$ cat src/rtl/fir_pkg.sv
// Shared types and sizing helpers for the serial FIR controller.
package fir_pkg;

  // Controller sequencing: wait for a sample, run the taps, present the result.
  typedef enum logic [1:0] {
    ST_IDLE = 2'd0,
    ST_MAC  = 2'd1,
    ST_DONE = 2'd2
  } fir_state_e;

  localparam int FIR_DW   = 32;
  localparam int FIR_CW   = 16;
  localparam int FIR_TAPS = 8;

  // Full-precision accumulator width: one product plus log2(TAPS) growth bits.
  function automatic int fir_acc_width(input int dw, input int cw, input int taps);
    return dw + cw + $clog2(taps);
  endfunction

endpackage

$ cat src/rtl/fir_mac.sv
// Single multiply-accumulate unit shared across all taps.
// term_o exposes the zero-extended product so the controller can capture the
// final sum on the same edge the accumulator absorbs the last tap.
module fir_mac
  import fir_pkg::*;
#(
  parameter int DW   = FIR_DW,
  parameter int CW   = FIR_CW,
  parameter int ACCW = fir_acc_width(FIR_DW, FIR_CW, FIR_TAPS)
) (
  input  logic            clk,
  input  logic            rst_n,
  input  logic            clear_i,
  input  logic            en_i,
  input  logic [DW-1:0]   sample_i,
  input  logic [CW-1:0]   coef_i,
  output logic [ACCW-1:0] acc_o,
  output logic [ACCW-1:0] term_o
);

  logic [DW+CW-1:0] prod_s;
  logic [ACCW-1:0]  term_s;
  logic [ACCW-1:0]  acc_d;
  logic [ACCW-1:0]  acc_q;

  // Unsigned full-width product, widened to the accumulator size.
  always_comb begin
    prod_s = {{CW{1'b0}}, sample_i} * {{DW{1'b0}}, coef_i};
    term_s = {{(ACCW-DW-CW){1'b0}}, prod_s};
  end

  // Clear takes priority so a new pass never inherits the previous sum.
  always_comb begin
    acc_d = acc_q;
    if (clear_i) begin
      acc_d = {ACCW{1'b0}};
    end else if (en_i) begin
      acc_d = acc_q + term_s;
    end else begin
      acc_d = acc_q;
    end
  end

  // Accumulator register.
  always_ff @(posedge clk or negedge rst_n) begin
    if (!rst_n) begin
      acc_q <= {ACCW{1'b0}};
    end else begin
      acc_q <= acc_d;
    end
  end

  assign acc_o  = acc_q;
  assign term_o = term_s;

endmodule

$ cat src/rtl/fir_mac_ctrl.sv
// Time-multiplexed FIR controller: circular delay line, coefficient file,
// tap sequencer and result hand-off around one shared MAC.
module fir_mac_ctrl
  import fir_pkg::*;
#(
  parameter int DW   = FIR_DW,
  parameter int CW   = FIR_CW,
  parameter int TAPS = FIR_TAPS,
  parameter int AW   = $clog2(TAPS),
  parameter int ACCW = fir_acc_width(DW, CW, TAPS)
) (
  input  logic            clk,
  input  logic            rst_n,
  input  logic            in_valid,
  output logic            in_ready,
  input  logic [DW-1:0]   in_data,
  input  logic            coef_we,
  input  logic [AW-1:0]   coef_addr,
  input  logic [CW-1:0]   coef_data,
  output logic            out_valid,
  input  logic            out_ready,
  output logic [ACCW-1:0] out_data,
  output logic            busy
);

  fir_state_e      state_q, state_d;
  logic [AW-1:0]   wr_ptr_q, wr_ptr_d;
  logic [AW-1:0]   head_q, head_d;
  logic [AW-1:0]   k_q, k_d;
  logic [DW-1:0]   dly_q [TAPS];
  logic [DW-1:0]   dly_d [TAPS];
  logic [CW-1:0]   coef_q [TAPS];
  logic [CW-1:0]   coef_d [TAPS];
  logic            in_ready_q, in_ready_d;
  logic            out_valid_q, out_valid_d;
  logic            busy_q, busy_d;
  logic [ACCW-1:0] out_data_q, out_data_d;

  logic            accept_s;
  logic            last_s;
  logic            mac_en_s;
  logic            coef_wr_s;
  logic [AW-1:0]   rd_idx_s;
  logic [DW-1:0]   sample_s;
  logic [CW-1:0]   coef_s;
  logic [ACCW-1:0] acc_s;
  logic [ACCW-1:0] term_s;

  // Handshake and sequencing decodes; the tap address walks backwards from head.
  always_comb begin
    accept_s  = (state_q == ST_IDLE) && in_valid;
    mac_en_s  = (state_q == ST_MAC);
    last_s    = (state_q == ST_MAC) && (k_q == AW'(TAPS - 1));
    coef_wr_s = coef_we && !busy_q;
    rd_idx_s  = head_q - k_q;
    sample_s  = dly_q[rd_idx_s];
    coef_s    = coef_q[k_q];
  end

  // Next state: one sample in, TAPS accumulations, then wait for the consumer.
  always_comb begin
    state_d = state_q;
    case (state_q)
      ST_IDLE: begin
        if (in_valid) state_d = ST_MAC;
        else          state_d = ST_IDLE;
      end
      ST_MAC: begin
        if (last_s) state_d = ST_DONE;
        else        state_d = ST_MAC;
      end
      ST_DONE: begin
        if (out_ready) state_d = ST_IDLE;
        else           state_d = ST_DONE;
      end
      default: state_d = ST_IDLE;
    endcase
  end

  // Output decodes are taken from the next state so the flops line up with it;
  // the result is captured exactly once, on the edge that enters DONE.
  always_comb begin
    in_ready_d  = (state_d == ST_IDLE);
    busy_d      = (state_d != ST_IDLE);
    out_valid_d = (state_d == ST_DONE);
    if (last_s) begin
      out_data_d = acc_s + term_s;
    end else begin
      out_data_d = out_data_q;
    end
  end

  // Delay line write, head capture and tap counter.
  always_comb begin
    wr_ptr_d = wr_ptr_q;
    head_d   = head_q;
    k_d      = k_q;
    dly_d    = dly_q;
    if (accept_s) begin
      dly_d[wr_ptr_q] = in_data;
      head_d          = wr_ptr_q;
      wr_ptr_d        = wr_ptr_q + AW'(1);
      k_d             = {AW{1'b0}};
    end else if (mac_en_s) begin
      k_d = k_q + AW'(1);
    end else begin
      k_d = k_q;
    end
  end

  // Host coefficient writes are ignored while a pass is in flight.
  always_comb begin
    coef_d = coef_q;
    if (coef_wr_s) begin
      coef_d[coef_addr] = coef_data;
    end else begin
      coef_d = coef_q;
    end
  end

  // FSM state register.
  always_ff @(posedge clk or negedge rst_n) begin
    if (!rst_n) begin
      state_q <= ST_IDLE;
    end else begin
      state_q <= state_d;
    end
  end

  // Registered outputs.
  always_ff @(posedge clk or negedge rst_n) begin
    if (!rst_n) begin
      in_ready_q  <= 1'b1;
      out_valid_q <= 1'b0;
      busy_q      <= 1'b0;
      out_data_q  <= {ACCW{1'b0}};
    end else begin
      in_ready_q  <= in_ready_d;
      out_valid_q <= out_valid_d;
      busy_q      <= busy_d;
      out_data_q  <= out_data_d;
    end
  end

  // Pointers, tap counter, delay line and coefficient file; reset clears history.
  always_ff @(posedge clk or negedge rst_n) begin
    if (!rst_n) begin
      wr_ptr_q <= {AW{1'b0}};
      head_q   <= {AW{1'b0}};
      k_q      <= {AW{1'b0}};
      for (int i = 0; i < TAPS; i++) begin
        dly_q[i]  <= {DW{1'b0}};
        coef_q[i] <= {CW{1'b0}};
      end
    end else begin
      wr_ptr_q <= wr_ptr_d;
      head_q   <= head_d;
      k_q      <= k_d;
      dly_q    <= dly_d;
      coef_q   <= coef_d;
    end
  end

  fir_mac #(
    .DW   (DW),
    .CW   (CW),
    .ACCW (ACCW)
  ) u_mac (
    .clk      (clk),
    .rst_n    (rst_n),
    .clear_i  (accept_s),
    .en_i     (mac_en_s),
    .sample_i (sample_s),
    .coef_i   (coef_s),
    .acc_o    (acc_s),
    .term_o   (term_s)
  );

  assign in_ready  = in_ready_q;
  assign out_valid = out_valid_q;
  assign out_data  = out_data_q;
  assign busy      = busy_q;

endmodule

$ cat config.mk
export PLATFORM = sky130hd
export DESIGN_NAME = fir_mac_ctrl
export DESIGN_NICKNAME = d
export VERILOG_FILES = /design/src/rtl/fir_pkg.sv /design/src/rtl/fir_mac.sv /design/src/rtl/fir_mac_ctrl.sv
export SDC_FILE = /design/constraint.sdc
export NUM_CORES = 2
export LEC_CHECK = 0
export CORE_MARGIN = 2
export CORE_UTILIZATION = 56
export CTS_BUF_LIST = sky130_fd_sc_hd__clkbuf_2
export DETAILED_ROUTE_END_ITERATION = 10
export PLACE_DENSITY = 0.83
export SLEW_MARGIN = 5
export SYNTH_ARGS = -nofsm -noshare
export SYNTH_HDL_FRONTEND = slang
export SYNTH_HIERARCHICAL = 1
export SYNTH_SLANG_ARGS = --single-unit
$ cat constraint.sdc
create_clock -name clk -period 15.5 [get_ports clk]
set_clock_uncertainty 0.1 [all_clocks]
set_input_delay 3.1 -clock clk [delete_from_list [all_inputs] [get_ports clk]]
set_output_delay 3.1 -clock clk [all_outputs]
set_load 0.02 [all_outputs]
Yosys cells after proc, flatten, opt, wreduce, memory -nomap -nowiden
Cells that the tools add are included.

storage, ports and cells
  word-level logic and storage cells = 74
  bits of input ports = 56
  register bits after elaboration = 500
  output and inout bits = 54

operators by class
  add/subtract/negate cells = 4
  order comparisons = 6
  eq/ne operators = 4
  bitwise logic cells = 4
  multiply operators = 1
  muxes and demuxes = 20
  reduce and logical (&&, ||, !) cells = 10

operators with widths
  cell                                                         number
  bitwise mux 256 bit                                          1
  bitwise mux 128 bit                                          1
  two-way mux 51 bit                                           2
  binary-select mux 32 bit (select 3 bit)                      1
  demux 32 bit (select 3 bit)                                  1
  two-way mux 32 bit                                           3
  adder 51 x 48 -> 51 bit                                      1
  binary-select mux 16 bit (select 3 bit)                      1
  demux 16 bit (select 3 bit)                                  1
  multiplier 32 x 16 -> 48 bit                                 1
  two-way mux 16 bit                                           3
  greater-or-equal comparator 4 bit (second input constant)    4
  inverter 3 -> 4 bit                                          4
  less-than comparator 4 x 1 -> 1 bit (second input constant)  2
  adder 3 x 1 -> 3 bit (second input constant)                 2
  two-way mux 3 bit                                            2
  one-hot mux 2 bit (3 select lines)                           1
  logical AND 1 bit                                            5
  equality test 2 bit (second input constant)                  2
  zero test 2 bit                                              2
  two-way mux 2 bit                                            2
  nonzero test 2 bit                                           2
  equality test 3 bit (second input constant)                  1
  subtractor 3 bit                                             1
  3 further kinds                                              3

Logic depth before layout (Yosys ltp)
  word-level depth = 9
  mapped depth = 42
  mapped depth without buffers = 39

By module
The synthesis kept the hierarchy.

modules (own cells, without submodules)
  module        times used  cells an instance  sequential area each (um^2)  area each (um^2)
  fir_mac_ctrl  1           1,686              11,237.0                     22,596.7
  fir_mac       1           2,547              1,276.2                      21,351.7

Worst setup path before layout
No wires, ideal clock.

  path type = reg-to-reg
  start point = register k_q[1]
  end point = register out_data_q[49] (netlist: out_data[49])
  setup time = 136 ps
  data required time = 15,264 ps
  buffers on the path = 5
  data arrival time = 10,051 ps
  cell stages (with the launch flop) = 41
  setup slack = 5,213 ps
  period minus slack after synthesis = 10,287 ps
  cell sequence = dfrtp_1 -> clkbuf_1 -> clkbuf_1 -> inv_1 -> fa_1 -> xnor2_1 -> clkbuf_1 -> mux4_2 -> mux2_2 -> clkbuf_1 -> and2_1 -> fa_1 -> inv_1 -> fa_1 -> fa_1 -> fa_1 -> inv_1 -> fa_1 -> (+5 left out) -> nor3_1 -> a21oi_1 -> a21oi_2 -> a41oi_2 -> o31ai_1 -> a21oi_1 -> xnor2_1 -> ha_1 -> clkbuf_1 -> a21o_1 -> a21o_1 -> a21oi_1 -> a21o_1 -> nand2_1 -> a221o_1 -> a21oi_1 -> xor2_1 -> o21ai_0

on the way
  longest elaborated chain between the ends = 7
  elaborated cells between the ends (all ways) = 13
  those cells by class = add/sub (2); mul (1); eq/ne (1); mux (6); bitwise (2); reduce/logical (1)

ends and longest elaborated chain
  element                                                 line                 RTL
  from (decl)                                             fir_mac_ctrl.sv:29   logic [AW-1:0] k_q, k_d;
  from (signal assigned)                                  fir_mac_ctrl.sv:150  k_q <= {AW{1'b0}};
  from (signal assigned)                                  fir_mac_ctrl.sv:158  k_q <= k_d;
  subtractor 3 bit                                        fir_mac_ctrl.sv:55   rd_idx_s = head_q - k_q;
  inverter 3 -> 4 bit (not written as such)               fir_mac_ctrl.sv:56   sample_s = dly_q[rd_idx_s];
  binary-select mux 32 bit (select 3 bit)                 fir_mac_ctrl.sv:56
  two-way mux 32 bit (not written as such) (2 in series)  fir_mac_ctrl.sv:56
  named net sample_s[7]                                   fir_mac_ctrl.sv:44   logic [DW-1:0] sample_s;
  multiplier 32 x 16 -> 48 bit                            fir_mac.sv:28        prod_s = {{CW{1'b0}}, sample_i} * {{DW{1'b0}}, coef_i};
  named net term_s[38]                                    fir_mac_ctrl.sv:47   logic [ACCW-1:0] term_s;
  adder 51 x 48 -> 51 bit                                 fir_mac_ctrl.sv:87   out_data_d = acc_s + term_s;
  to (signal assigned)                                    fir_mac_ctrl.sv:136  out_data_q <= {ACCW{1'b0}};
  to (signal assigned)                                    fir_mac_ctrl.sv:141  out_data_q <= out_data_d;
  to (decl)                                               fir_mac_ctrl.sv:37   logic [ACCW-1:0] out_data_q, out_data_d;

The timed path passes the listed nets, and every way through them passes these cells. The select of a mux whose other input is x is not followed.
A chain may end at the register's enable or synchronous reset.

Worst setup path in the final report
  start point = register k_q[0]
  end point = register u_mac.acc_q[45] (netlist: u_mac/acc_o[45])

on the way
  longest elaborated chain between the ends = 9
  elaborated cells between the ends (all ways) = 13
  those cells by class = add/sub (2); mul (1); mux (8); bitwise (2)

ends and longest elaborated chain
  element                                                 line                RTL
  subtractor 3 bit                                        fir_mac_ctrl.sv:55
  inverter 3 -> 4 bit (not written as such)               fir_mac_ctrl.sv:56
  binary-select mux 32 bit (select 3 bit)                 fir_mac_ctrl.sv:56
  two-way mux 32 bit (not written as such) (2 in series)  fir_mac_ctrl.sv:56
  named net sample_s[7]                                   fir_mac_ctrl.sv:44
  multiplier 32 x 16 -> 48 bit                            fir_mac.sv:28
  named net term_s[30]                                    fir_mac_ctrl.sv:47
  adder 51 x 48 -> 51 bit                                 fir_mac.sv:38       acc_d = acc_q + term_s;
  two-way mux 51 bit                                      fir_mac.sv:37       end else if (en_i) begin
  two-way mux 51 bit                                      fir_mac.sv:35       if (clear_i) begin
  to (signal assigned)                                    fir_mac.sv:47       acc_q <= {ACCW{1'b0}};
  to (decl)                                               fir_mac.sv:24       logic [ACCW-1:0] acc_q;

The timed path passes the listed nets, and every way through them passes these cells. The select of a mux whose other input is x is not followed.

==> run summary <==
• 0.0776 sq mm — core area
• 6510 um — met3 wire length
• 0 — DRC viols
• false — RSZ-0062 raised after global routing
• 0 — max_cap viols
• 284 um — Die W
• flop to flop — Worst Hold Class
• met4 — highest routed metal layer
• 64 — largest fanout on the critical path
• 76100 um — DPL Wire Length
• flop — category of the worst setup path capture point
• 132 — CTS Buf Count
• 12.65 ns — endpoint arrival time on the critical path
• 500 — clock net sink count
• 106000 um — post-detailed-routing wire length
• 5.98 — routed vias/inst
• 0.750 — crit share post-route
• 32200 — DR vias
• 0 — Hold Vio Cnt, Final
• 1.38 ns — worst-skew pair later-pin latency
• 109 — Port Buf Inserts
• 4 — number of antenna violations at the first check in global routing
• 102 — total number of placement rows
• 0.0807 sq mm — total die area
• 4 — total number of H-tree levels
• 0 ns — Setup TNS Final
• 0.266 — All-Layer GR Usage
• 173000 um — wire length of the first global-routing pass
• 42700 um — Post-Route M1 WL
• 0.0860 GHz — Fmax
• built — TritonCTS clock tree
• 188 — pin count of the biggest net entering global routing
• 16.53 ns — Data required, critical path
• 0.566 — effective utilization at floorplan
• 33900 — via count of the first global-routing pass
• sky130_fd_sc_hd__buf_4 — slowest stage cell, crit path
• flop — launching element type of the critical path
• 2376 — First DRT Iteration DRCs
• 10.4 sq um — Syn Area/Cell
• sky130_fd_sc_hd__clkbuf_2 — clock root buffer
• 4975 — net count of the finished layout
• 52800 um — amount of wire on met2 after detailed routing
• 0.228 — worst slew margin relative to its limit
• 11.62 ns — shortest period the worst path allows
• 0 — total of hold buffers inserted after clock tree synthesis
• sky130_fd_sc_hd__dfrtp_1 — top flip-flop cell by instance count after synthesis
• 0 — count of flip-flops with a built-in enable after synthesis
• finished clean — status
• 0 — post-CTS setup buffer count
• 3 — Longest Clk Path Bufs
• 0.284 — area fraction of the dominant cell type after synthesis
• 4233 — instance count of the mapped netlist
• 0.285 — part of the Yosys area used for sequential elements
• 0.10 ns — clock edge transition at the registers on the reported setup and hold paths
• sky130_fd_sc_hd__dfrtp_1 — post-synth top area cell
• 0.939 — GP Congestion
• 500 — total of flip-flops plus latches after synthesis
• 0.0439 sq mm — post-synth design cell area
• 0 — final-report setup violation count
• 0 — Final ANT Viol Nets
• 3.88 ns — internal reg-to-reg setup slack
• 0 — grt total ovfl
• 6 — count of yosys warnings during synthesis
• 94 — Unique masters post-synth
• 6 — detailed-routing iteration count for the pre-antenna-repair pass
• 284 um — DIE HEIGHT
• 110 — number of top-level design ports
• 0 — max-slew violation count
• 0 — number of resized instances in the post-cts repair step
• sky130_fd_sc_hd__nand2_1 — leading cell type in the layout, fill and taps excluded
• 524 x sky130_fd_sc_hd__nand2_1, 498 x sky130_fd_sc_hd__dfrtp_1, 485 x sky130_fd_sc_hd__inv_1 — leading cell types in the layout, fill and taps excluded
• 19.6 um — Wirelength per Cell
• 1.16 ns — actual slew at the worst max-slew pin
• 0.186 — share of cells above drive strength 1
• flop to flop — worst setup path class
• sky130_fd_sc_hd__dfrtp_1 28%, sky130_fd_sc_hd__fa_1 19%, sky130_fd_sc_hd__mux2_2 11% — dominant cells by area after synthesis
• 6.51% — synthesis-to-finish area growth
• 1.00 — fraction of registers with async set or reset after synthesis
• 0.74 ns — critical path's largest stage delay
==> flip-flops by register name, indices dropped and copies added, names as in the netlist <==
| register | count |
|---|---|
| u_mac/acc_o | 51 |
| state_q | 2 |
| out_data | 51 |
| in_ready | 1 |
| busy | 1 |
| dly_q | 256 |
| coef_q | 128 |
| out_valid | 1 |
| head_q | 3 |
| k_q | 3 |
| wr_ptr_q | 3 |
==> Yosys cell counts (14+ instances only) <==
master	count
sky130_fd_sc_hd__nand2_1	526
sky130_fd_sc_hd__dfrtp_1	499
sky130_fd_sc_hd__inv_1	486
sky130_fd_sc_hd__mux2_2	435
sky130_fd_sc_hd__fa_1	421
sky130_fd_sc_hd__ha_1	226
sky130_fd_sc_hd__and2_1	201
sky130_fd_sc_hd__clkbuf_1	181
sky130_fd_sc_hd__a21oi_1	180
sky130_fd_sc_hd__nor2_1	145
sky130_fd_sc_hd__o21ai_0	124
sky130_fd_sc_hd__mux4_2	96
sky130_fd_sc_hd__xnor2_1	73
sky130_fd_sc_hd__a21o_1	66
sky130_fd_sc_hd__nand3_1	45
sky130_fd_sc_hd__xor2_1	44
sky130_fd_sc_hd__nand4_1	43
sky130_fd_sc_hd__nor3_1	37
sky130_fd_sc_hd__buf_1	25
sky130_fd_sc_hd__o21bai_1	22
sky130_fd_sc_hd__o211ai_1	21
sky130_fd_sc_hd__mux2i_1	19
sky130_fd_sc_hd__o21a_1	18
sky130_fd_sc_hd__buf_2	17
sky130_fd_sc_hd__nor2b_1	17
sky130_fd_sc_hd__a31oi_1	16
sky130_fd_sc_hd__nand2b_1	16
sky130_fd_sc_hd__or3_1	14
==> cell type report <==
class | instances | area, sq um
Timing Repair Buffer | 133 | 1300
Antenna cell | 4 | 10.0
Multi-Input combinational cell | 3018 | 28800
Fill cell | 6240 | 30800
Clock inverter | 35 | 221
Clock buffer | 173 | 866
Inverter | 487 | 1830
Sequential cell | 500 | 12500
Tap cell | 1040 | 1300
==> final timing paths <==
kind,start,endpoint,depth (start not counted)
max reg2reg,k_q[0],u_mac/acc_o[45],37
min,out_data[31],out_data[31],2
max,k_q[0],u_mac/acc_o[45],37
min reg2reg,out_data[31],out_data[31],2
min in group asynchronous,rst_n,dly_q[129],1
max in group asynchronous,rst_n,coef_q[51],3
==> kinds of logic (layout without fill, tap and decap cells) <==
group,after synthesis,count (layout),share of synthesized area
fa+ha+maj,647,647,0.256
simple gates,1113,1113,0.120
buf+inv,717,828,0.0623
mux,550,550,0.165
xor+xnor,117,117,0.0233
compound gates,588,588,0.0883
flops,500,500,0.285
other cells,1,7,0.0000853
==> critical path, delay by kind of cell (launching register included) <==
family	cells	cell delay, ns
xor gates and xnor gates	2	0.37
adders and majority gates	10	4.36
buffers and inverters	8	1.63
DFF	1	0.35
and+or+nand+nor	3	0.68
muxes	2	0.83
AOI/OAI and AO/OA	12	3.08
==> per-layer routing <==
metal | GRT usage | vias to the layer above
met4 | 0.120 | 0
met2 | 0.444 | 1287
li1 | - | 14300
met1 | 0.340 | 16300
met3 | 0.0456 | 290
met5 | 0 | -
==> metrics by stage <==
stage / util / std cells / cell area, sq um / worst slack, ns / hold slack (ns)
finish: 0.603 / 5390 / 46800 / 3.88 / 0.381
global route: 0.603 / 5390 / 46800 / 3.20 / 0.407
CTS: 0.603 / 5386 / 46800 / 4.05 / 0.389
detailed placement: 0.589 / 5178 / 45700 / 4.11 / 0.369
global placement: 0.589 / 5178 / 45700 / 4.34 / 0.360
floorplan: - / 4235 / 44000 / 5.21 / 0.366
Power is left out: the tool's default activity adds up to more than one toggle a clock period on the data nets, which glitch-free logic cannot reach.
